[config.mk]
export PLATFORM = sky130hd
export DESIGN_NAME = iomem_arbiter
export DESIGN_NICKNAME = d
export VERILOG_FILES = /design/src/rtl/iomem_arbiter_pkg.sv /design/src/rtl/iomem_arbiter_wdt.sv /design/src/rtl/iomem_arbiter.sv
export SDC_FILE = /design/constraint.sdc
export NUM_CORES = 1
export LEC_CHECK = 0
export ABC_AREA = 1
export ABC_CLOCK_PERIOD_IN_PS = 2300
export CORE_AREA = 5 5 118 120
export CTS_CLUSTER_SIZE = 20
export DETAILED_ROUTE_END_ITERATION = 8
export DIE_AREA = 0 0 123 125
export PLACE_DENSITY = 0.54
export RECOVER_POWER = 50
export SLEW_MARGIN = 20
export SYNTH_ARGS = -nofsm -noshare
export SYNTH_HDL_FRONTEND = slang
export SYNTH_SLANG_ARGS = --single-unit
export TNS_END_PERCENT = 1
[constraint.sdc]
create_clock -name clk -period 2.3 [get_ports clk]
set_clock_uncertainty 0.1 [all_clocks]
set_input_delay 0.69 -clock clk [delete_from_list [all_inputs] [get_ports clk]]
set_output_delay 0.69 -clock clk [all_outputs]
set_load 0.02 [all_outputs]
[src/rtl/iomem_arbiter_pkg.sv]
// iomem_arbiter_pkg: shared state encoding and constants for the iomem arbiter.
package iomem_arbiter_pkg;
  typedef enum logic {IDLE, BUSY} state_t;
  localparam logic [31:0] TIMEOUT_RDATA = 32'hDEADBEEF;
  localparam int TIMEOUT_CYCLES_DEF = 255;
endpackage

[src/rtl/iomem_arbiter_wdt.sv]
// iomem_arbiter_wdt: per-transfer watchdog; expired flags the TIMEOUT_CYCLES-th busy cycle.
module iomem_arbiter_wdt
  import iomem_arbiter_pkg::*;
#(
  parameter int TIMEOUT_CYCLES = TIMEOUT_CYCLES_DEF
) (
  input  logic clk,
  input  logic rst,
  input  logic start,
  input  logic run,
  output logic expired
);
  logic [15:0] cnt;
  always_ff @(posedge clk) begin
    if (rst || start) cnt <= '0;
    else if (run) cnt <= cnt + 16'd1;
  end
  // cnt holds the number of busy cycles already elapsed, so the current cycle is cnt+1
  assign expired = run && (cnt == 16'(TIMEOUT_CYCLES - 1));
endmodule

[src/rtl/iomem_arbiter.sv]
// iomem_arbiter: two-requester round-robin arbiter onto one iomem slave.
// Optional per-transfer timeout enabled by defining IOMEM_ARBITER_TIMEOUT_EN.
module iomem_arbiter
  import iomem_arbiter_pkg::*;
#(
  parameter int TIMEOUT_CYCLES = TIMEOUT_CYCLES_DEF
) (
  input  logic        clk,
  input  logic        rst,
  input  logic        m0_valid,
  output logic        m0_ready,
  input  logic [31:0] m0_addr,
  input  logic [31:0] m0_wdata,
  input  logic [3:0]  m0_wstrb,
  output logic [31:0] m0_rdata,
  input  logic        m1_valid,
  output logic        m1_ready,
  input  logic [31:0] m1_addr,
  input  logic [31:0] m1_wdata,
  input  logic [3:0]  m1_wstrb,
  output logic [31:0] m1_rdata,
  output logic        s_valid,
  output logic [31:0] s_addr,
  output logic [31:0] s_wdata,
  output logic [3:0]  s_wstrb,
  input  logic        s_ready,
  input  logic [31:0] s_rdata,
  output logic [1:0]  grant,
  output logic        timeout_err
);
  state_t state, state_nx;
  logic owner, rr, act, req, pick, sel_valid, done, to, fin, expired;
  logic [31:0] rdata;
  // outputs are silenced while rst is high, even mid-transfer
  assign act       = (state == BUSY) && !rst;
  assign req       = m0_valid || m1_valid;
  assign pick      = (m0_valid && m1_valid) ? rr : m1_valid;
  assign sel_valid = owner ? m1_valid : m0_valid;
  assign done      = sel_valid && s_ready;
  assign to        = sel_valid && !s_ready && expired;
  assign fin       = act && (done || to);
  always_ff @(posedge clk) begin
    if (rst) begin
      state <= IDLE;
      owner <= 1'b0;
      rr    <= 1'b0;
    end else begin
      state <= state_nx;
      if (state == IDLE && req) owner <= pick;
      if (fin) rr <= !owner;
    end
  end
  always_comb begin
    state_nx = (state == IDLE) ? (req ? BUSY : IDLE)
                               : ((sel_valid && !done && !to) ? BUSY : IDLE);
  end
  always_comb begin
    grant    = act ? (owner ? 2'b10 : 2'b01) : 2'b00;
    s_valid  = act && sel_valid && !to;
    s_addr   = owner ? m1_addr : m0_addr;
    s_wdata  = owner ? m1_wdata : m0_wdata;
    s_wstrb  = owner ? m1_wstrb : m0_wstrb;
    m0_ready = fin && !owner;
    m1_ready = fin && owner;
    rdata    = done ? s_rdata : TIMEOUT_RDATA;
    m0_rdata = m0_ready ? rdata : '0;
    m1_rdata = m1_ready ? rdata : '0;
  end
`ifdef IOMEM_ARBITER_TIMEOUT_EN
  iomem_arbiter_wdt #(.TIMEOUT_CYCLES(TIMEOUT_CYCLES)) u_wdt (
    .clk(clk),
    .rst(rst),
    .start(!act && req),
    .run(act),
    .expired(expired)
  );
  always_ff @(posedge clk) timeout_err <= !rst && (timeout_err || (act && to));
`else
  localparam int unused_timeout = TIMEOUT_CYCLES;
  assign expired     = 1'b0;
  assign timeout_err = 1'b0;
`endif
endmodule

==> reports/results.txt, run 1 <==
Clk Latency, worst-skew pair - 0.22 ns
Syn Nets - 528
Power density over cell area - 230.9 nW/µm²
Buf/Inv on CP - 5
Cts bufs inserted - 3
Worst reg-to-reg setup slack - 0.97 ns
CTS tree - built
Die area - 15,380 µm²
LEAKAGE - 0.002659 µW
Unique masters post-synth - 19
Critical path endpoint category - primary output
Post-Syn Area - 1549 µm²
Routed WL - 11.58 mm
First-pass DRT Iterations - 4
CTS clk-pin slew, worst paths - 0.03 ns
Longest Clk Path Bufs - 2
Fin. Hold Viols - 0
IO buf count - 309
WP data arrival - 1.73 ns
Hold/Removal Path Class - reg -> reg
Max H-tree Level - 1
Aggregate global routing overflow - 0
Die Y - 125 µm
Drc violations - 0
Type of origin of the critical path - primary input
Met2 Use GR - 0.2724
Wire length per cell - 13.61 µm
Rows - 42
Crit Path Max Fanout - 6
DP Worst Slack - -1.097 ns
Drt first-iter violations - 77
Total global-route track usage - 0.1398
Met3 usage - 0.06369
Setup TNS - -7.081 ns
Crit Path Class - in -> out
Placer Congestion - 0.8302
Syn. warnings - 0
Met1 GRT Util - 0.1371
Yosys reg bits - 3
Peak supply drop - 0.1907 mV
Fin worst setup slack - -0.2204 ns
Tcrit/Tclk final - 1.096
Final nets - 849
Final setup violation count - 66
IO Count - 311
N_diodes - 0
Avg Synthesized Cell Area - 4.363 µm²
Unrepaired setup endpoints after global routing - yes
Root Buffer - clkbuf_16
Synth async-reset ratio - 0
CP Cell Sequence - buf_12 -> inv_16 -> nand2_8 -> nor2_4 -> nand3_4 -> buf_12 -> buf_16 -> nor2_4 -> buf_6
Hpwl dp - 10.04 mm
First-pass GRT wire length - 17.38 mm
Overall die width - 123 µm
Post-synth EDFFs - 0
Failing checks - setup timing
Max Fclk - 396.8 MHz
Slowest stage delay, CP - 0.17 ns
Final Util - 0.4059
Most Used Layer, Global Route - met2
Synth Flop Type - dfxtp_1
Synth top area cells - nand2_1 (51%), nor2_1 (12%), inv_1 (9.2%)
Routed Antenna Nets - 0
Vias after detailed routing - 3,202
Area share of the largest cell type after synthesis - 0.5113
Pin count of the biggest net entering global routing - 49
Fin. max-slew vios - 0
Max Cap Viol - 0
Tmin final - 2.520 ns
CTS Sinks - 3
Initial antenna violation count - 1
Starting Density - 0.1203
Register area share after synthesis - 0.03877
Top post-synthesis cells by count - nand2_1 (211), nor2_1 (49), inv_1 (38)
DR vias/cell - 3.763
Area grow syn2layout - 237.4%
Slowest library cell on the worst path - buf_12
Vias in the first global route - 3,309
Layout cell share with drive strength beyond 1 - 0.3659
Post-Synthesis Cells - 355
CP required - 1.51 ns
Most frequent cell after synthesis - nand2_1
CP top delay family - buffers and inverters
Leading area contributor after synthesis - nand2_1
Core area - 12,870 µm²
Run status - complete, but fails checks
[worst register-to-register path: stages, from the launching register on]
cell and delay [ns]:
dfxtp_1 0.43, nand2_8 0.09, nor2_4 0.14, nand3_4 0.12, buf_4 0.15, buf_4 0.12, nand2_1 0.04, nor2_1 0.04
[layout make-up]
class / instances / area, µm²
Timing Repair Buffer: 338 / 3222
Inverter: 40 / 168.9
Clock buffer: 4 / 78.83
Fill cell: 1367 / 7649
Sequential cell: 3 / 61.31
Multi-Input combinational cell: 290 / 1475
Tap cell: 176 / 220.2
[stage by stage]
stage | hold slack, ns | instances | power (µW) | area, µm²
5_1_grt | 0.4838 | 851 | 1292 | 5226
4_1_cts | 0.4250 | 852 | 1230 | 5244
3_3_place_gp | 0.4196 | 839 | 1042 | 5234
6_report | 0.4234 | 851 | 1207 | 5226
2_1_floorplan | 0.3873 | 355 | 430.6 | 1856
3_5_place_dp | 0.4199 | 839 | 1047 | 5234
[power by group]
group	switching, µW	total, µW	leakage (µW)	internal [µW]
logic	432	872	0.00260	441
registers	5.08	61.0	0.0000251	55.9
clock network	44.7	273	0.0000382	228
[cell usage in the layout, fill, tap and decap left out]
cell             instances
dfxtp_2                  1
inv_4                    1
dlymetal6s2s_1           1
buf_6                   61
nand2_8                  1
nor2_2                  31
buf_4                   23
clkbuf_16                3
buf_2                   41
dfxtp_1                  2
inv_16                   1
inv_1                   36
buf_12                   9
nand2_4                  1
clkbuf_2                31
clkdlybuf4s50_1        167
nand3_4                  2
nand2_1                210
clkbuf_1                 1
inv_2                    2
o21ai_0                  1
a21oi_1                  3
nand3_1                  2
nand2_2                  1
buf_16                   5
conb_1                   1
nor2_4                  33
nor2_1                   4
[cell families after synthesis]
family | count (synthesis) | share of synthesized area
flops | 3 | 0.03877
other cells | 1 | 0.002421
buf+inv | 62 | 0.1922
simple gates | 285 | 0.7536
compound gates | 4 | 0.01292
[timing repair]
action / CTS / global route
endpoints found under the setup margin: 136 / 69
pin swaps: 8 / 7
setup buffers: 5 / 0
hold buffers: 0 / 0
resized for setup: 680 / 15
gates cloned: 4 / 0
[state kept, by name (all words and copies together), names as in the netlist]
signal,flops
owner,1
rr,1
state,1
[final timing paths]
| check | endpoint | cells after the start | from |
|---|---|---|---|
| worst max register to register | rr | 7 | state |
| worst max-delay path | m1_rdata[23] | 9 | rst |
| worst min register to register | rr | 4 | rr |
| worst min-delay path | rr | 4 | rr |
[metal layers]
layer,up-vias,part of all wire
li1,1654,-
met1,1345,0.33
met3,10,0.14
met2,191,0.51
met4,2,0.013
met5,-,0.0017
Power figures use the tool's default switching activity.
==> run 2, diff against run 1 <==
- REMOVE_ABC_BUFFERS: default -> 1
==> reports/results.txt, run 2 (synthesized netlist as in run 1, its figures left out) <==
Hold/Removal Path Class - reg -> reg
Met1 GRT Util - 0.1423
Die Y - 125 µm
Cts bufs inserted - 3
Vias in the first global route - 3,259
Type of origin of the critical path - primary input
LEAKAGE - 0.002640 µW
Power Total - 1228 µW
Commonest non-fill, non-tap cell in the layout - nand2_1
Rows - 42
WP data arrival - 1.68 ns
Max Fclk - 404.6 MHz
Final nets - 855
Peak supply drop - 0.1764 mV
Hpwl dp - 9.932 mm
Fin. max-slew vios - 0
Clk Latency, worst-skew pair - 0.23 ns
Max H-tree Level - 1
Layout cell share with drive strength beyond 1 - 0.3465
Pin count of the biggest net entering global routing - 37
DR vias/cell - 3.762
Tmin final - 2.472 ns
CTS clk-pin slew, worst paths - 0.03 ns
Fin. Hold Viols - 0
Cell internal pwr - 739.2 µW
Placer Congestion - 0.8619
Die area - 15,380 µm²
First-pass DRT Iterations - 4
Drt first-iter violations - 58
Drc violations - 0
IO buf count - 309
Initial antenna violation count - 0
DP Worst Slack - -1.061 ns
Setup TNS - -7.340 ns
CP required - 1.51 ns
IO Count - 311
Power density over cell area - 243.1 nW/µm²
CTS Sinks - 3
Combinational cell fraction of total power - 0.724
CTS tree - built
Unrepaired setup endpoints after global routing - yes
Area grow syn2layout - 226.3%
Core area - 12,870 µm²
Wire length per cell - 13.65 µm
Clock power share - 0.228
Max Cap Viol - 0
Switching Share - 0.3982
Met2 Use GR - 0.2863
Overall die width - 123 µm
Min Hold Slack - 0.4191 ns
Most frequent cells in the layout - nand2_1 (210), clkdlybuf4s50_1 (168), buf_4 (57)
Aggregate global routing overflow - 0
Biggest regs - owner: 1 flops, rr: 1 flops, state: 1 flops
Vias after detailed routing - 3,224
Longest Clk Path Bufs - 2
Final setup violation count - 66
Starting Density - 0.1203
N_diodes - 0
Most Used Layer, Global Route - met2
Crit Path Class - in -> out
Worst R2R Path Depth - 8
Total global-route track usage - 0.1412
Root Buffer - clkbuf_16
First-pass GRT wire length - 17.41 mm
Fin worst setup slack - -0.1717 ns
WHS Path Cells - 4
Post-CTS Hold Fix Bufs - 0
Routed WL - 11.70 mm
Routed Antenna Nets - 0
Crit Path Max Fanout - 27
NetSw - 489.2 µW
Met3 usage - 0.03975
Critical path endpoint category - primary output
Tcrit/Tclk final - 1.075
Failing checks - setup timing
Seq pwr share - 0.048
Run status - complete, but fails checks
Final Util - 0.3925
[run 2: changes by cell type in the layout (fill, tap and decap cells not counted), sizes merged]
cell | previous run | this run
clkdlybuf4s15 | 0 | 1
buf | 139 | 145
clkdlybuf4s50 | 167 | 168
clkbuf | 35 | 34
dlymetal6s2s | 1 | 0
[run 2: power groups by stage]
stage | clock network, µW | logic (µW) | registers (µW)
after floorplan | 0 | 320 | 71.6
after global placement | 0 | 945 | 59.7
after detailed placement | 0 | 948 | 59.6
after CTS | 282 | 884 | 59.9
after global routing | 285 | 959 | 60.2
final | 280 | 889 | 59.6
[run 2: what timing repair did]
item / 4_1_cts / 5_1_grt
pin swaps: 6 / 3
gates cloned: 3 / 0
resized for setup: 677 / 44
setup endpoints to repair: 135 / 73
buffers inserted: 10 / 0
[run 2: routing by layer]
metal  vias to the layer above  share of wire  routed length, µm
li1                       1667              -                  -
met1                      1366           0.33               3906
met2                       174           0.55               6475
met3                        17           0.10               1180
met4                         0          0.012                137
met5                         -              0                  0
[run 2: final timing paths]
| check | endpoint | from | slack (ns) |
|---|---|---|---|
| worst max-delay path | m1_rdata[16] | rst | -0.17 |
| worst min-delay path | rr | rr | 0.42 |
| worst max register to register | rr | owner | 1.00 |
| worst min register to register | rr | rr | 0.42 |
[run 2: worst max-delay path, stage by stage]
cell     delay, ns
buf_8         0.10
inv_4         0.05
nand2_4       0.05
buf_4         0.14
nor2_4        0.10
nand3_4       0.09
buf_12        0.17
nor2_1        0.11
buf_4         0.16
[run 2: layout make-up]
type / instances / area, µm²
inverter: 40 / 155.1
timing repair buffer: 344 / 3143
multi-input combinational: 290 / 1395
sequential: 3 / 61.31
tap: 176 / 220.2
clock buffer: 4 / 78.83
fill: 1405 / 7821
[run 2: per-stage QoR]
step | cells | instance area [µm²]
finish | 857 | 5054
global route | 857 | 5054
CTS | 857 | 4901
detailed placement | 840 | 4921
global placement | 840 | 4921
floorplan | 333 | 1404
==> run 3, diff against run 2 <==
- CAP_MARGIN: default -> 20
==> results of run 3 <==
The final DEF is identical to that of run 2; final timing and power are the same.
